`src/rtl/bk_adder_pkg.sv`:
```
// ---------------------------------------------------------------------------
// bk_adder_pkg
// Shared definitions for the nibble-serial Brent-Kung add sequencer:
//   - state_t : sequencer state encoding (IDLE / BUSY / DONE)
//   - NIB_W   : width of the shared adder slice
//   - nibbles : number of slice steps needed for a given operand width
// ---------------------------------------------------------------------------
package bk_adder_pkg;

    localparam int NIB_W = 4;

    typedef enum logic [1:0] {
        IDLE = 2'd0,
        BUSY = 2'd1,
        DONE = 2'd2
    } state_t;

    function automatic int nibbles(input int width);
        return width / NIB_W;
    endfunction

endpackage

```
`src/rtl/bk_adder4.sv`:
```
// ---------------------------------------------------------------------------
// bk_adder4
// Combinational 4-bit Brent-Kung adder slice.
// Ports:
//   a[3:0], b[3:0] : operand nibbles
//   c_in           : carry into bit 0
//   s[3:0]         : sum nibble
//   c_out          : carry out of bit 3
// ---------------------------------------------------------------------------
module bk_adder4 (
    input  logic [3:0] a,
    input  logic [3:0] b,
    input  logic       c_in,
    output logic [3:0] s,
    output logic       c_out
);

    logic [3:0] w_g;
    logic [3:0] w_p;
    logic       w_g10, w_p10;
    logic       w_g32, w_p32;
    logic       w_g20, w_p20;
    logic       w_g30, w_p30;
    logic [4:0] w_c;

    assign w_g = a & b;
    assign w_p = a ^ b;

    // Up-sweep: pairwise group generate/propagate, then the full span.
    assign w_g10 = w_g[1] | (w_p[1] & w_g[0]);
    assign w_p10 = w_p[1] & w_p[0];
    assign w_g32 = w_g[3] | (w_p[3] & w_g[2]);
    assign w_p32 = w_p[3] & w_p[2];
    assign w_g30 = w_g32 | (w_p32 & w_g10);
    assign w_p30 = w_p32 & w_p10;

    // Down-sweep: fill in the odd prefix [2:0].
    assign w_g20 = w_g[2] | (w_p[2] & w_g10);
    assign w_p20 = w_p[2] & w_p10;

    assign w_c[0] = c_in;
    assign w_c[1] = w_g[0] | (w_p[0] & c_in);
    assign w_c[2] = w_g10  | (w_p10  & c_in);
    assign w_c[3] = w_g20  | (w_p20  & c_in);
    assign w_c[4] = w_g30  | (w_p30  & c_in);

    assign s     = w_p ^ w_c[3:0];
    assign c_out = w_c[4];

endmodule

```
`src/rtl/bk_add_sequencer.sv`:
```
// ---------------------------------------------------------------------------
// bk_add_sequencer
// Adds op_a + op_b + c_in one nibble per clock through a single shared
// Brent-Kung slice, least-significant nibble first. Result is held with a
// valid/ready handshake until consumed.
//
// Optional feature (macro BK_ADD_SEQ_SUB_EN): adds input 'sub'; when set at
// acceptance the sequencer computes op_a - op_b (op_a + ~op_b + 1), c_in is
// ignored.
//
// Ports:
//   clk       : clock, rising edge
//   rst_n     : synchronous active-low reset
//   in_valid  : request valid          in_ready  : idle, can accept
//   op_a/op_b : WIDTH-bit operands     c_in      : carry into nibble 0
//   sub       : subtract select (BK_ADD_SEQ_SUB_EN builds only)
//   out_valid : result valid           out_ready : consumer accepts
//   sum       : WIDTH-bit result       c_out     : carry out of top nibble
//
// WIDTH must be a multiple of 4 and at least 8.
//
// state | meaning
// IDLE  | waiting for a request, in_ready=1
// BUSY  | stepping the slice over nibble r_idx
// DONE  | result held, out_valid=1 until out_ready
// ---------------------------------------------------------------------------
module bk_add_sequencer
    import bk_adder_pkg::*;
#(
    parameter int WIDTH = 16
) (
    input  logic             clk,
    input  logic             rst_n,
    input  logic             in_valid,
    output logic             in_ready,
    input  logic [WIDTH-1:0] op_a,
    input  logic [WIDTH-1:0] op_b,
    input  logic             c_in,
`ifdef BK_ADD_SEQ_SUB_EN
    input  logic             sub,
`endif
    output logic             out_valid,
    input  logic             out_ready,
    output logic [WIDTH-1:0] sum,
    output logic             c_out
);

    localparam int NIBS  = nibbles(WIDTH);
    localparam int IDX_W = (NIBS > 1) ? $clog2(NIBS) : 1;
    localparam logic [IDX_W-1:0] LAST_IDX = IDX_W'(NIBS - 1);

    state_t             r_state;
    logic [WIDTH-1:0]   r_a;
    logic [WIDTH-1:0]   r_b;
    logic [IDX_W-1:0]   r_idx;
    logic               r_carry;
    logic [WIDTH-1:0]   r_sum;
    logic               r_cout;
    logic               r_valid;
    logic               r_ready;

    logic               w_sub;
    logic [WIDTH-1:0]   w_b_load;
    logic               w_c_init;
    logic [NIB_W-1:0]   w_a_nib;
    logic [NIB_W-1:0]   w_b_nib;
    logic [NIB_W-1:0]   w_s_nib;
    logic               w_c_nib;

`ifdef BK_ADD_SEQ_SUB_EN
    assign w_sub = sub;
`else
    assign w_sub = 1'b0;
`endif

    // Subtraction is folded in at acceptance: B is stored already inverted
    // and the initial carry forced to 1, so the datapath is add-only.
    assign w_b_load = w_sub ? ~op_b : op_b;
    assign w_c_init = w_sub ? 1'b1  : c_in;

    assign w_a_nib = r_a[r_idx*NIB_W +: NIB_W];
    assign w_b_nib = r_b[r_idx*NIB_W +: NIB_W];

    bk_adder4 u_slice (
        .a     (w_a_nib),
        .b     (w_b_nib),
        .c_in  (r_carry),
        .s     (w_s_nib),
        .c_out (w_c_nib)
    );

    always_ff @(posedge clk) begin
        if (!rst_n) begin
            r_state <= IDLE;
            r_a     <= '0;
            r_b     <= '0;
            r_idx   <= '0;
            r_carry <= 1'b0;
            r_sum   <= '0;
            r_cout  <= 1'b0;
            r_valid <= 1'b0;
            r_ready <= 1'b1;
        end else begin
            case (r_state)
                IDLE: begin
                    if (in_valid) begin
                        r_a     <= op_a;
                        r_b     <= w_b_load;
                        r_carry <= w_c_init;
                        r_idx   <= '0;
                        r_ready <= 1'b0;
                        r_state <= BUSY;
                    end
                end
                BUSY: begin
                    r_sum[r_idx*NIB_W +: NIB_W] <= w_s_nib;
                    r_carry <= w_c_nib;
                    r_idx   <= r_idx + IDX_W'(1);
                    if (r_idx == LAST_IDX) begin
                        r_cout  <= w_c_nib;
                        r_valid <= 1'b1;
                        r_state <= DONE;
                    end
                end
                DONE: begin
                    // in_ready rises on this edge, so a new request can only
                    // be taken on the following edge.
                    if (out_ready) begin
                        r_valid <= 1'b0;
                        r_ready <= 1'b1;
                        r_state <= IDLE;
                    end
                end
                default: begin
                    r_valid <= 1'b0;
                    r_ready <= 1'b1;
                    r_state <= IDLE;
                end
            endcase
        end
    end

    assign in_ready  = r_ready;
    assign out_valid = r_valid;
    assign sum       = r_sum;
    assign c_out     = r_cout;

endmodule

```
`config.mk`:
```
export PLATFORM = sky130hd
export DESIGN_NAME = bk_add_sequencer
export DESIGN_NICKNAME = d
export VERILOG_FILES = /design/src/rtl/bk_adder_pkg.sv /design/src/rtl/bk_adder4.sv /design/src/rtl/bk_add_sequencer.sv
export SDC_FILE = /design/constraint.sdc
export NUM_CORES = 1
export LEC_CHECK = 0
export CAP_MARGIN = 20
export CORE_ASPECT_RATIO = 0.75
export CORE_UTILIZATION = 55
export DETAILED_ROUTE_END_ITERATION = 7
export PLACE_DENSITY = 0.85
export SLEW_MARGIN = 0
export SYNTH_ARGS = -nofsm -noshare
export SYNTH_HDL_FRONTEND = slang
export SYNTH_SLANG_ARGS = --single-unit
```
`constraint.sdc`:
```
create_clock -name clk -period 4.29 [get_ports clk]
set_input_delay 0.6435 -clock clk [delete_from_list [all_inputs] [get_ports clk]]
set_output_delay 0.6435 -clock clk [all_outputs]
set_load 0.01 [all_outputs]
```
After elaboration in Yosys (flattened, before gate mapping) --
Index checks and enable logic that the tools add are counted.
Word-level totals: register bits after elaboration 56, bits of input ports 37, output and inout port bits 19, logic and storage cells 69
Cells by class: add/sub/neg operators 2, eq/ne operators 6, shifts and indexed selects 4, multiplexer cells 15, bitwise gates (word level) 25, reductions and logical operators 8
Operators with widths (count):
- $neg 4->34 | 1
- $shift 4x34->16 const A | 1
- $shiftx 4x34->16 | 1
- $shiftx 16x5->4 | 2
- $bwmux 16 | 1
- $and 1x1->1 | 12
- $reduce_and 3->1 | 3
- $mux 2 | 4
- $or 1x1->1 | 8
- $xor 4x4->4 | 2
- $ne 2x2->1 const B | 3
- $pmux 1 s3 | 2
- $pmux 2 s3 | 1
- $reduce_and 2->1 | 3
- $mux 1 | 5
- $and 4x4->4 | 1
- $eq 2x2->1 const B | 2
- $pmux 2 s2 | 1
- $add 2x1->2 const B | 1
- $eq 2x1->1 const B | 1
- $logic_not 2->1 | 1
- $not 1->1 | 2
- $pmux 1 s2 | 1
- $reduce_bool 2->1 | 1

Depth between registers and ports, before layout --
Gate-level depths: netlist of run 1.
depth after elaboration 10, mapped depth 7, gate-level depth less buffers 6

Cells and area by module --
Synthesis of run 1 repeated with hierarchy kept, for this count alone.
Unflattened totals: cell total of the unflattened synthesis 277, area, all modules 2453.6 sq um
By module, submodules not included:
- bk_add_sequencer | instances 1, cells each 260, area an instance 2306.0 sq um, sequential area each 1121.1 sq um
- bk_adder4 | instances 1, cells each 17, area an instance 147.6 sq um, sequential area each 0.0 sq um

Least setup slack after synthesis of run 1 --
OpenSTA, ideal clock, no wires.
path kind flip-flop to flip-flop, start point register r_idx[0], end point register r_sum[11], in the netlist sum[11], setup time 0.126 ns, arrival time 2.269 ns, required time 4.164 ns, path slack 1.895 ns, cell stages (with the launch flop) 8, path buffers 1, period minus slack after synthesis 2.395 ns, cells stage by stage dfxtp_1 buf_6 mux4_2 ha_1 a211oi_2 o21bai_1 xnor2_1 o21ai_1
Between the ends: word-level cells in the longest chain between the ends 10, elaborated cells between the ends (all ways) 21, classes of those cells add/sub (1); shift (4); mux (1); bitwise (15)
RTL lines:
- start, declared | RTL line bk_add_sequencer.sv:55 | logic [IDX_W-1:0] r_idx;
- start signal, assigned | RTL line bk_add_sequencer.sv:118 | r_idx <= r_idx + IDX_W'(1);
- $shiftx 16x5->4 (on tied branches) | RTL line bk_add_sequencer.sv:81, bk_add_sequencer.sv:82
- $xor 4x4->4 or $and 4x4->4 (tied branches) | RTL line bk_adder4.sv:27, bk_adder4.sv:26
- $and 1x1->1 | RTL line bk_adder4.sv:30 | assign w_g10 = w_g[1] | (w_p[1] & w_g[0]);
- $or 1x1->1 | RTL line bk_adder4.sv:30
- $and 1x1->1 | RTL line bk_adder4.sv:38 | assign w_g20 = w_g[2] | (w_p[2] & w_g10);
- $or 1x1->1 | RTL line bk_adder4.sv:38
- $or 1x1->1 | RTL line bk_adder4.sv:44 | assign w_c[3] = w_g20 | (w_p20 & c_in);
- $xor 4x4->4 | RTL line bk_adder4.sv:47 | assign s = w_p ^ w_c[3:0];
- $shiftx 4x34->16 | RTL line bk_add_sequencer.sv:116 | r_sum[r_idx*NIB_W +: NIB_W] <= w_s_nib;
- $bwmux 16 (*) | RTL line bk_add_sequencer.sv:116
- end signal, assigned by index | RTL line bk_add_sequencer.sv:116
- end, declared | RTL line bk_add_sequencer.sv:57 | logic [WIDTH-1:0] r_sum;
Every way passes the cells marked *; elsewhere a longest branch is shown, timed or not. A chain may end at the register's enable or synchronous reset.

Worst setup path in the final report of run 1 --
start point register r_idx[1], end point register r_sum[15], in the netlist sum[15]
Same word-level chain as after synthesis.

==> qor.csv, run 1 <==
metric;value;unit
crit_path_max_fanout;13;
p_comb_share;16.7;%
cts_setup_buffers;0;
die-area;5133;sq um
dp_hpwl;3.876;mm
dp.cells;379;
critical_path_buf_inv_count;0;
fillers;341;
critical_path.top_delay_family;flip-flops;
powerDensity;320.8;nW/um^2
rsz0062_at_grt;no;
holdPathEnd;r_b[7];
cap_viol_max_count;0;
std_cell_rows;21;
layout.cells.non_filler;389;
drive_gt1_share;9.036;%
grt_pass1_wl;9.570;mm
synth_area_leaders;dfxtp_1 42%, nand2_1 11%, a21boi_1 8.4%;
slew_violations;0;
synth_area;2666;sq um
finalClockSkew;0.007150;ns
io_buffers;55;
sw_frac_of_total;25.15;%
wl_per_cell;14.26;microns
clock_power_share;31.3;%
gr-usage-met1;31.31;%
final_net_count;379;
antenna_found_initial;0;
path_class;reg2reg;
p_sw;0.2716;mW
drt_iter0_drc;149;
slew_headroom;55.53;%
fin_crit_sh;61.62;%
cts_max_path_buffers;2;
cts_sinks;56;
busiest_layer;met2;
die_h;62.30;microns
synth-edff-count;0;
arrival;2.83;ns
routabilityCongestion;0.7615;
peakVddDrop;0.0002020;V
rr_startpoint;r_idx[1];
vias;2114;
avgSynthCellArea;9.455;sq um
fin_ws;1.646;ns
die_width;82.40;microns
first_pass_iters;5;
drtAntennaViolNets;0;
grt_max_degree;42;
remaining_drc_errors;0;
path_cells;mux4_2, ha_1, a211oi_2, o21bai_1, xnor2_1, o21ai_1;
synth_cell_types;40;
groute.layer.met2.usage;40.39;%
ys_seq_area_share;42.05;%
syn_inst;282;
clk_pin_slew;0.10;ns
fin_crit;2.644;ns
setup_violations;0;
cp-start-kind;register;
cts_max_level;2;
core;4546;sq um
initial_core_util;58.66;%
rr_worst_depth;6;
register_area;1121;sq um
max_stage_delay;0.70;ns
worstPathRequired;4.48;ns
insertion_delay;0.31;ns
p_leak;1.259;nW
synth-async-reset-ratio;0;%
p_total;1.080;mW
cts_tree;yes;
use_met3;4.559;%
min_from;r_b[7];
endpoint_kind;register;
dp_worst_setup_slack;1.650;ns
grtUsageTotal;24.11;%
hold_violations;0;
worstHoldPathCells;2;
worstMarginPinSlew;0.6655;ns
status;finished, final reports clean;
antenna_cells;0;
ys_ff_latch;56;
cts-root-buf;clkbuf_8;
seq_power_share;52.0;%
tns;0;ns
routed_wl;5.547;mm
vias_per_cell;5.434;
r2r_end;sum[15];
synth_largest_area_cell;dfxtp_1;
power.internal;0.8085;mW
slowest_stage;dfxtp_1;
cts.repair.resized;0;
ys_warn_count;0;
synth_fp_nets;330;
synth_top_area_share;42.05;%
synthFlopType;dfxtp_1;
numCtsBuffers;5;
multiInputGateArea;1430;sq um
io_pins;56;
grt_pass1_vias;2130;
min_path_type;reg2reg;
ff2ff_setup_slack;1.65;ns
gr-total-overflow;0;
max_freq;0.3783;GHz
cts_hold_buffers;0;
area_delta_synth_final;26.28;%
flip-flops by register name, summed over array words and instances, names as in the netlist:
name       flops
r_a           16
r_state        2
out_valid      1
r_idx          2
sum           16
c_out          1
r_b           16
r_carry        1
in_ready       1
cells in the final DEF (no fill, tap or decap), drive strengths merged, types with 3 or more instances in the layout:
cell type | Yosys | routed
nand3 | 7 | 7
clkbuf | 6 | 6
dfxtp | 56 | 56
nand2b | 3 | 3
o21bai | 3 | 3
clkdlybuf4s50 | 0 | 55
mux4 | 8 | 8
a22oi | 9 | 9
a21boi | 34 | 34
nor2 | 4 | 4
nor2b | 12 | 12
nand2 | 81 | 81
a21oi | 4 | 4
inv | 4 | 4
o21ai | 11 | 11
ha | 10 | 10
buf | 11 | 3
metrics by stage:
step | utilization (%) | hold WS [ns] | instance area (sq um)
4_1_cts | 72.91 | 0.4579 | 3314
3_5_place_dp | 70.47 | 0.4438 | 3203
5_1_grt | 74.07 | 0.4827 | 3367
3_3_place_gp | 70.47 | 0.4385 | 3203
6_report | 74.07 | 0.4551 | 3367
2_1_floorplan | - | 0.4303 | 2666
synth_stat cells, types with 5 or more instances:
library cell,count
a21boi_1,30
a22oi_1,9
buf_2,5
clkbuf_1,6
dfxtp_1,56
ha_1,10
mux4_2,7
nand2_1,81
nand3_1,7
nor2b_1,12
o21ai_0,5
o21ai_1,6
layer usage:
layer,routed length (microns),part of all wire (%)
met1,2474,45
met3,294,5.3
met5,0,0
met4,68,1.2
met2,2710,49
cells by family (layout without fill, tap and decap cells):
family          after synthesis  count (layout)  synth area share [%]
mux                           8               8                 6.898
xor+xnor                      2               2                0.6571
simple gates                118             118                 23.18
flops                        56              56                 42.05
fa+ha+maj                    11              11                 5.443
compound gates               66              66                 17.46
buf+inv                      21              71                 4.317
worst reg2reg max path, stage by stage, from the launching register on:
cell      delay [ns]
dfxtp_1         0.70
mux4_2          0.62
ha_1            0.32
a211oi_2        0.29
o21bai_1        0.15
xnor2_1         0.32
o21ai_1         0.12
how the worst max path moves through the flow:
stage / startpoint / to / slack [ns] / cells past startpoint
finish: r_idx[1] / sum[15] / 1.65 / 6
global route: r_idx[1] / sum[15] / 1.51 / 6
CTS: r_idx[1] / sum[15] / 1.64 / 6
detailed placement: r_idx[1] / sum[15] / 1.65 / 6
global placement: rst_n / sum[14] / 1.73 / 4
floorplan: r_idx[0] / sum[11] / 1.90 / 7
power by group through the flow:
stage               Sequential [mW]  Combinational [mW]  Clock [mW]
global placement              0.572               0.168           0
detailed placement            0.573               0.172           0
global route                  0.565               0.199       0.371
floorplan                     0.567               0.116           0
CTS                           0.561               0.174       0.341
finish                        0.561               0.180       0.338
area by class of cell:
type	count	area share (%)
multi-input cells	205	42.47
flip-flops and latches	56	33.30
repair buffers	59	18.36
well taps	57	2.118
clock buffers	5	2.044
clock inverters	3	1.263
inverters	4	0.4459
(Power assumes the default switching activity.)
==> run 2, diff against run 1 <==
--- a/config.mk
+++ b/config.mk
@@ -7,9 +7,9 @@
 export LEC_CHECK = 0
 export CAP_MARGIN = 20
 export CORE_ASPECT_RATIO = 0.75
-export CORE_UTILIZATION = 55
+export CORE_UTILIZATION = 46
 export DETAILED_ROUTE_END_ITERATION = 7
-export PLACE_DENSITY = 0.85
+export PLACE_DENSITY = 0.76
 export SLEW_MARGIN = 0
 export SYNTH_ARGS = -nofsm -noshare
 export SYNTH_HDL_FRONTEND = slang
==> constraint.sdc (replaced) <==
create_clock -name clk -period 2.4 [get_ports clk]
set_input_delay 0.36 -clock clk [delete_from_list [all_inputs] [get_ports clk]]
set_output_delay 0.36 -clock clk [all_outputs]
set_load 0.01 [all_outputs]
==> run 2 against run 1 <==
Sequential cell count stayed put. First-iteration DRC count is 37% lower. Core utilization is 12 points lower. Global-route usage is 4.2 points lower. Critical path depth stayed put. Combinational power is 83% higher. Clock skew hardly changed. Via count is 0.47% lower. Critical path type unchanged. Critical endpoint is now sum[11].
==> qor.csv, run 2 (same netlist as run 1, synthesis figures left out) <==
metric;value;unit;change
dpl-instance-area;3298;sq um;+3.0%
initial_core_util;48.76;%;-9.9 points
endpoint_kind;register;;
die-area;6108;sq um;+19%
gr-total-overflow;0;;unchanged
layout_commonest_cell;nand2_1;;
grt_pass1_wl;9.570;mm;unchanged
clk_pin_slew;0.10;ns;about the same
tns;0;ns;unchanged
min_path_type;reg2reg;;
grtUsageTotal;19.92;%;-4.2 points
slew_violations;0;;unchanged
arrival;2.40;ns;-0.43 ns
wl_per_cell;13.38;microns;-6.2%
core;5468;sq um;+20%
finalClockSkew;0.006840;ns;-0.0003107 ns
vias_per_cell;5.094;;-6.3%
drive_gt1_share;11.24;%;+2.2 points
worstMarginPinSlew;0.5305;ns;-0.1350 ns
cts_tree;yes;;
io_pins;56;;unchanged
grt_max_degree;34;;-19%
antenna_cells;0;;unchanged
cts_sinks;56;;unchanged
grt_pass1_vias;2049;;-3.8%
powerDensity;567.3;nW/um^2;+77%
critical_path.startpoint;r_idx[1];;
p_leak;1.285;nW;+2.0%
peakVddDrop;0.0002696;V;+33%
final_cell_mix;81 x nand2_1, 55 x clkdlybuf4s50_1, 54 x dfxtp_1;;
status;finished, final reports clean;;
dp_hpwl;4.041;mm;+4.3%
remaining_drc_errors;0;;unchanged
final_net_count;385;;+1.6%
die_width;89.91;microns;+9.1%
p_total;1.938;mW;+79%
insertion_delay;0.30;ns;about the same
numCtsBuffers;5;;unchanged
cts_max_path_buffers;2;;unchanged
cp-start-kind;register;;
crit_path_max_fanout;5;;-8
std_cell_rows;23;;+9.5%
cap_viol_max_count;0;;unchanged
vias;2104;;-0.47%
setup_violations;0;;unchanged
io_buffers;55;;unchanged
worstPathRequired;2.59;ns;-1.89 ns
antenna_found_initial;0;;unchanged
rr_startpoint;r_idx[1];;
drtAntennaViolNets;0;;unchanged
cts_max_level;2;;unchanged
routed_wl;5.527;mm;-0.36%
final_util;62.47;%;-12 points
min_from;r_a[1];;
max_freq;0.4527;GHz;+20%
path_class;reg2reg;;
area_delta_synth_final;28.11;%;
first_pass_iters;6;;+1
slew_headroom;64.52;%;+9.0 points
die_h;67.94;microns;+9.0%
final_area;3416;sq um;+1.4%
routabilityCongestion;0.7615;;unchanged
fin_crit_sh;92.05;%;+30 points
drt_iter0_drc;94;;-37%
fin_crit;2.209;ns;-0.4345 ns
hold_ws;0.4564;ns;+0.001281 ns
cts-root-buf;clkbuf_8;;
hold_violations;0;;unchanged
-- run 2: cell type report --
cell class | instances | area (sq um)
clock buffer | 6 | 72.57
timing repair buffer | 65 | 638.1
clock inverter | 2 | 35.03
inverter | 4 | 15.01
multi-input combinational | 205 | 1438
fill | 480 | 2052
sequential | 56 | 1124
tap | 75 | 93.84
-- run 2: worst paths after layout --
path / endpoint / slack, ns / cells past startpoint
worst min register to register: r_a[1] / 0.46 / 2
worst min-delay path: r_a[1] / 0.46 / 2
worst max register to register: sum[11] / 0.19 / 6
worst max-delay path: sum[11] / 0.19 / 6
-- run 2: worst max-delay path, cell delays in order, from the launching register on --
cell,delay (ns)
dfxtp_2,0.40
mux4_2,0.55
ha_1,0.33
a211oi_2,0.31
o21bai_1,0.17
xnor2_2,0.23
o21ai_1,0.10
-- run 2: layer usage --
layer | GRT usage, % | up-vias | wire length [microns]
li1 | - | 1075 | -
met1 | 25.82 | 969 | 2740
met2 | 33.56 | 52 | 2475
met3 | 3.889 | 8 | 226
met4 | 7.863 | 0 | 86
met5 | 0 | - | 0
-- run 2: repair_timing --
| action | CTS | global route |
|---|---|---|
| resized for setup | 0 | 3 |
| hold buffers | 0 | 0 |
| endpoints found under the setup margin | 0 | 4 |
| buffers inserted | 0 | 0 |
-- run 2: where the power goes --
part | switching, mW | internal [mW] | leakage, nW | total (mW)
registers | 0.0321 | 0.972 | 0.458 | 1.00
clock network | 0.294 | 0.310 | 0.0552 | 0.604
logic | 0.159 | 0.171 | 0.771 | 0.330
-- run 2: stage by stage --
| step | setup WS, ns | instances |
|---|---|---|
| after detailed placement | 0.03877 | 405 |
| after floorplan | 0.005145 | 282 |
| after global placement | 0.1662 | 405 |
| final | 0.1908 | 413 |
| after CTS | 0.01302 | 413 |
| after global routing | -0.008977 | 413 |
==> run 3, diff against run 2 <==
--- a/config.mk
+++ b/config.mk
@@ -9,7 +9,7 @@
 export CORE_ASPECT_RATIO = 0.75
 export CORE_UTILIZATION = 46
 export DETAILED_ROUTE_END_ITERATION = 7
-export PLACE_DENSITY = 0.76
+export PLACE_DENSITY_LB_ADDON = 0.2
 export SLEW_MARGIN = 0
 export SYNTH_ARGS = -nofsm -noshare
 export SYNTH_HDL_FRONTEND = slang
==> run 3 against run 2 <==
Via count down 0.33%. First-iteration DRC count down 24%. Critical path depth unchanged. Sequential cell count unchanged. Worst setup slack worse by 0.019 ns. Combinational power down 2%. Clock skew up 0.0021 ns.
==> qor.csv, run 3 (same netlist as run 1, synthesis figures left out) <==
metric;value;unit;change
die_width;89.91;microns;unchanged
fin_crit_sh;92.84;%;+0.79 points
setup_violations;0;;unchanged
slew_headroom;64.34;%;-0.18 points
routed.top_layer;met4;;
cts_setup_buffers;0;;unchanged
p_sw;0.4699;mW;-3.0%
met2_length;2.324;mm;-6.1%
wl_met1;2.756;mm;+0.58%
final_cell_mix;81 x nand2_1, 55 x dfxtp_1, 55 x clkdlybuf4s50_1;;
endpoint_kind;register;;
min_path_type;reg2reg;;
fin_crit;2.228;ns;+0.01901 ns
p_total;1.805;mW;-6.8%
holdPathEnd;r_b[5];;
layout_commonest_cell;nand2_1;;
drtAntennaViolNets;0;;unchanged
p_leak;1.260;nW;-1.9%
initial_core_util;48.76;%;unchanged
core;5468;sq um;unchanged
antenna_cells;0;;unchanged
peakVddDrop;0.0003143;V;+17%
p_comb_share;17.9;%;+0.9 points
dp.cells;403;;-0.49%
drt_iter0_drc;71;;-24%
rr_worst_depth;6;;unchanged
gr-total-overflow;0;;unchanged
rr_startpoint;r_idx[0];;
final_util;61.53;%;-0.94 points
routabilityCongestion;0.8269;;+8.6%
first_pass_iters;4;;-2
cts_max_level;2;;unchanged
power.internal;1.335;mW;-8.1%
finalClockSkew;0.008894;ns;+0.002054 ns
clk_pin_slew;0.09;ns;about the same
seq_power_share;55.5;%;+3.7 points
max_stage_delay;0.56;ns;about the same
cts_tree;yes;;
cts_sinks;56;;unchanged
routed_wl;5.340;mm;-3.4%
io_pins;56;;unchanged
drive_gt1_share;10.75;%;-0.50 points
remaining_drc_errors;0;;unchanged
slowest_stage;mux4_2;;
max_freq;0.4488;GHz;-0.85%
antenna_found_initial;0;;unchanged
dp_hpwl;3.960;mm;-2.0%
powerDensity;536.5;nW/um^2;-5.4%
crit_path_max_fanout;5;;unchanged
io_buffers;55;;unchanged
path_cells;mux4_2, ha_1, a211oi_2, o21bai_2, xnor2_2, o21ai_1;;
worstPathRequired;2.59;ns;about the same
min_from;r_b[5];;
std_cell_rows;23;;unchanged
sw_frac_of_total;26.03;%;+1.0 points
wl_per_cell;13.02;microns;-2.7%
grtUsageTotal;18.27;%;-1.6 points
status;finished, final reports clean;;
grt_pass1_vias;1868;;-8.8%
insertion_delay;0.30;ns;about the same
cts-root-buf;clkbuf_8;;
clock_power_share;26.6;%;-4.6 points
grt_pass1_wl;8.963;mm;-6.3%
layout.cells.non_filler;410;;-0.73%
numCtsBuffers;5;;unchanged
die-area;6108;sq um;unchanged
cap_viol_max_count;0;;unchanged
vias_per_cell;5.115;;+0.40%
worstMarginPinSlew;0.5333;ns;+0.002753 ns
slew_violations;0;;unchanged
hold_violations;0;;unchanged
cts_max_path_buffers;2;;unchanged
met3WireLength;231;microns;+2.2%
grt_max_degree;33;;-2.9%
ff2ff_setup_slack;0.17;ns;-0.02 ns
arrival;2.42;ns;+0.02 ns
vias;2097;;-0.33%
area_delta_synth_final;26.19;%;
r2r_end;sum[11];;
final_net_count;383;;-0.52%
worstHoldPathCells;2;;unchanged
die_h;67.94;microns;unchanged
cp-start-kind;register;;
path_class;reg2reg;;
## run 3: repair_timing
| item | in CTS | in global routing |
|---|---|---|
| hold buffers | 0 | 0 |
| endpoints found under the hold margin | 0 | 0 |
| endpoints found under the setup margin | 0 | 6 |
| gates resized for setup | 0 | 5 |
## run 3: per-layer routing
| metal | up-vias | global-route usage [%] |
|---|---|---|
| met5 | - | 0 |
| met4 | 0 | 3.629 |
| met1 | 979 | 25.39 |
| li1 | 1066 | - |
| met3 | 2 | 4.111 |
| met2 | 50 | 29.62 |
## run 3: layout make-up
| type | instances | area, sq um |
|---|---|---|
| Fill cell | 474 | 2103 |
| Multi-Input combinational cell | 205 | 1445 |
| Sequential cell | 56 | 1122 |
| Timing Repair Buffer | 63 | 610.6 |
| Tap cell | 75 | 93.84 |
| Clock buffer | 6 | 72.57 |
| Inverter | 4 | 15.01 |
| Clock inverter | 1 | 5.005 |
## run 3: power groups by stage
stage | logic (mW) | clock network [mW] | registers (mW)
global route | 0.355 | 0.525 | 1.01
detailed placement | 0.317 | 0 | 1.02
CTS | 0.318 | 0.487 | 1.00
global placement | 0.311 | 0 | 1.02
finish | 0.323 | 0.481 | 1.00
floorplan | 0.207 | 0 | 1.01
## run 3: through the flow
| step | setup TNS [ns] | hold slack (ns) | setup slack, ns | area [sq um] |
|---|---|---|---|---|
| floorplan | 0 | 0.4303 | 0.005145 | 2666 |
| global placement | 0 | 0.4443 | 0.1150 | 3271 |
| detailed placement | 0 | 0.4454 | 0.01377 | 3271 |
| CTS | 0 | 0.4586 | 0.003734 | 3348 |
| global route | -0.01875 | 0.4674 | -0.01875 | 3364 |
| finish | 0 | 0.4550 | 0.1718 | 3364 |
## run 3: how the worst max path moves through the flow
stage               startpoint       to  slack, ns  depth (start not counted)
floorplan             r_idx[0]  sum[11]      0.005                          7
global placement      r_idx[0]   sum[3]       0.11                          6
detailed placement    r_idx[0]  sum[11]       0.01                          6
CTS                   r_idx[0]  sum[11]      0.004                          6
global route          r_idx[1]  sum[11]      -0.02                          7
finish                r_idx[0]  sum[11]       0.17                          6
## run 3: critical path, delay by kind of cell, from the launching register on
kind                     cells  cell delay (ns)
adder cells (fa/ha/maj)      1             0.30
XOR/XNOR                     1             0.27
multiplexers                 1             0.56
flip-flops                   1             0.41
AO/OA/AOI/OAI                3             0.58
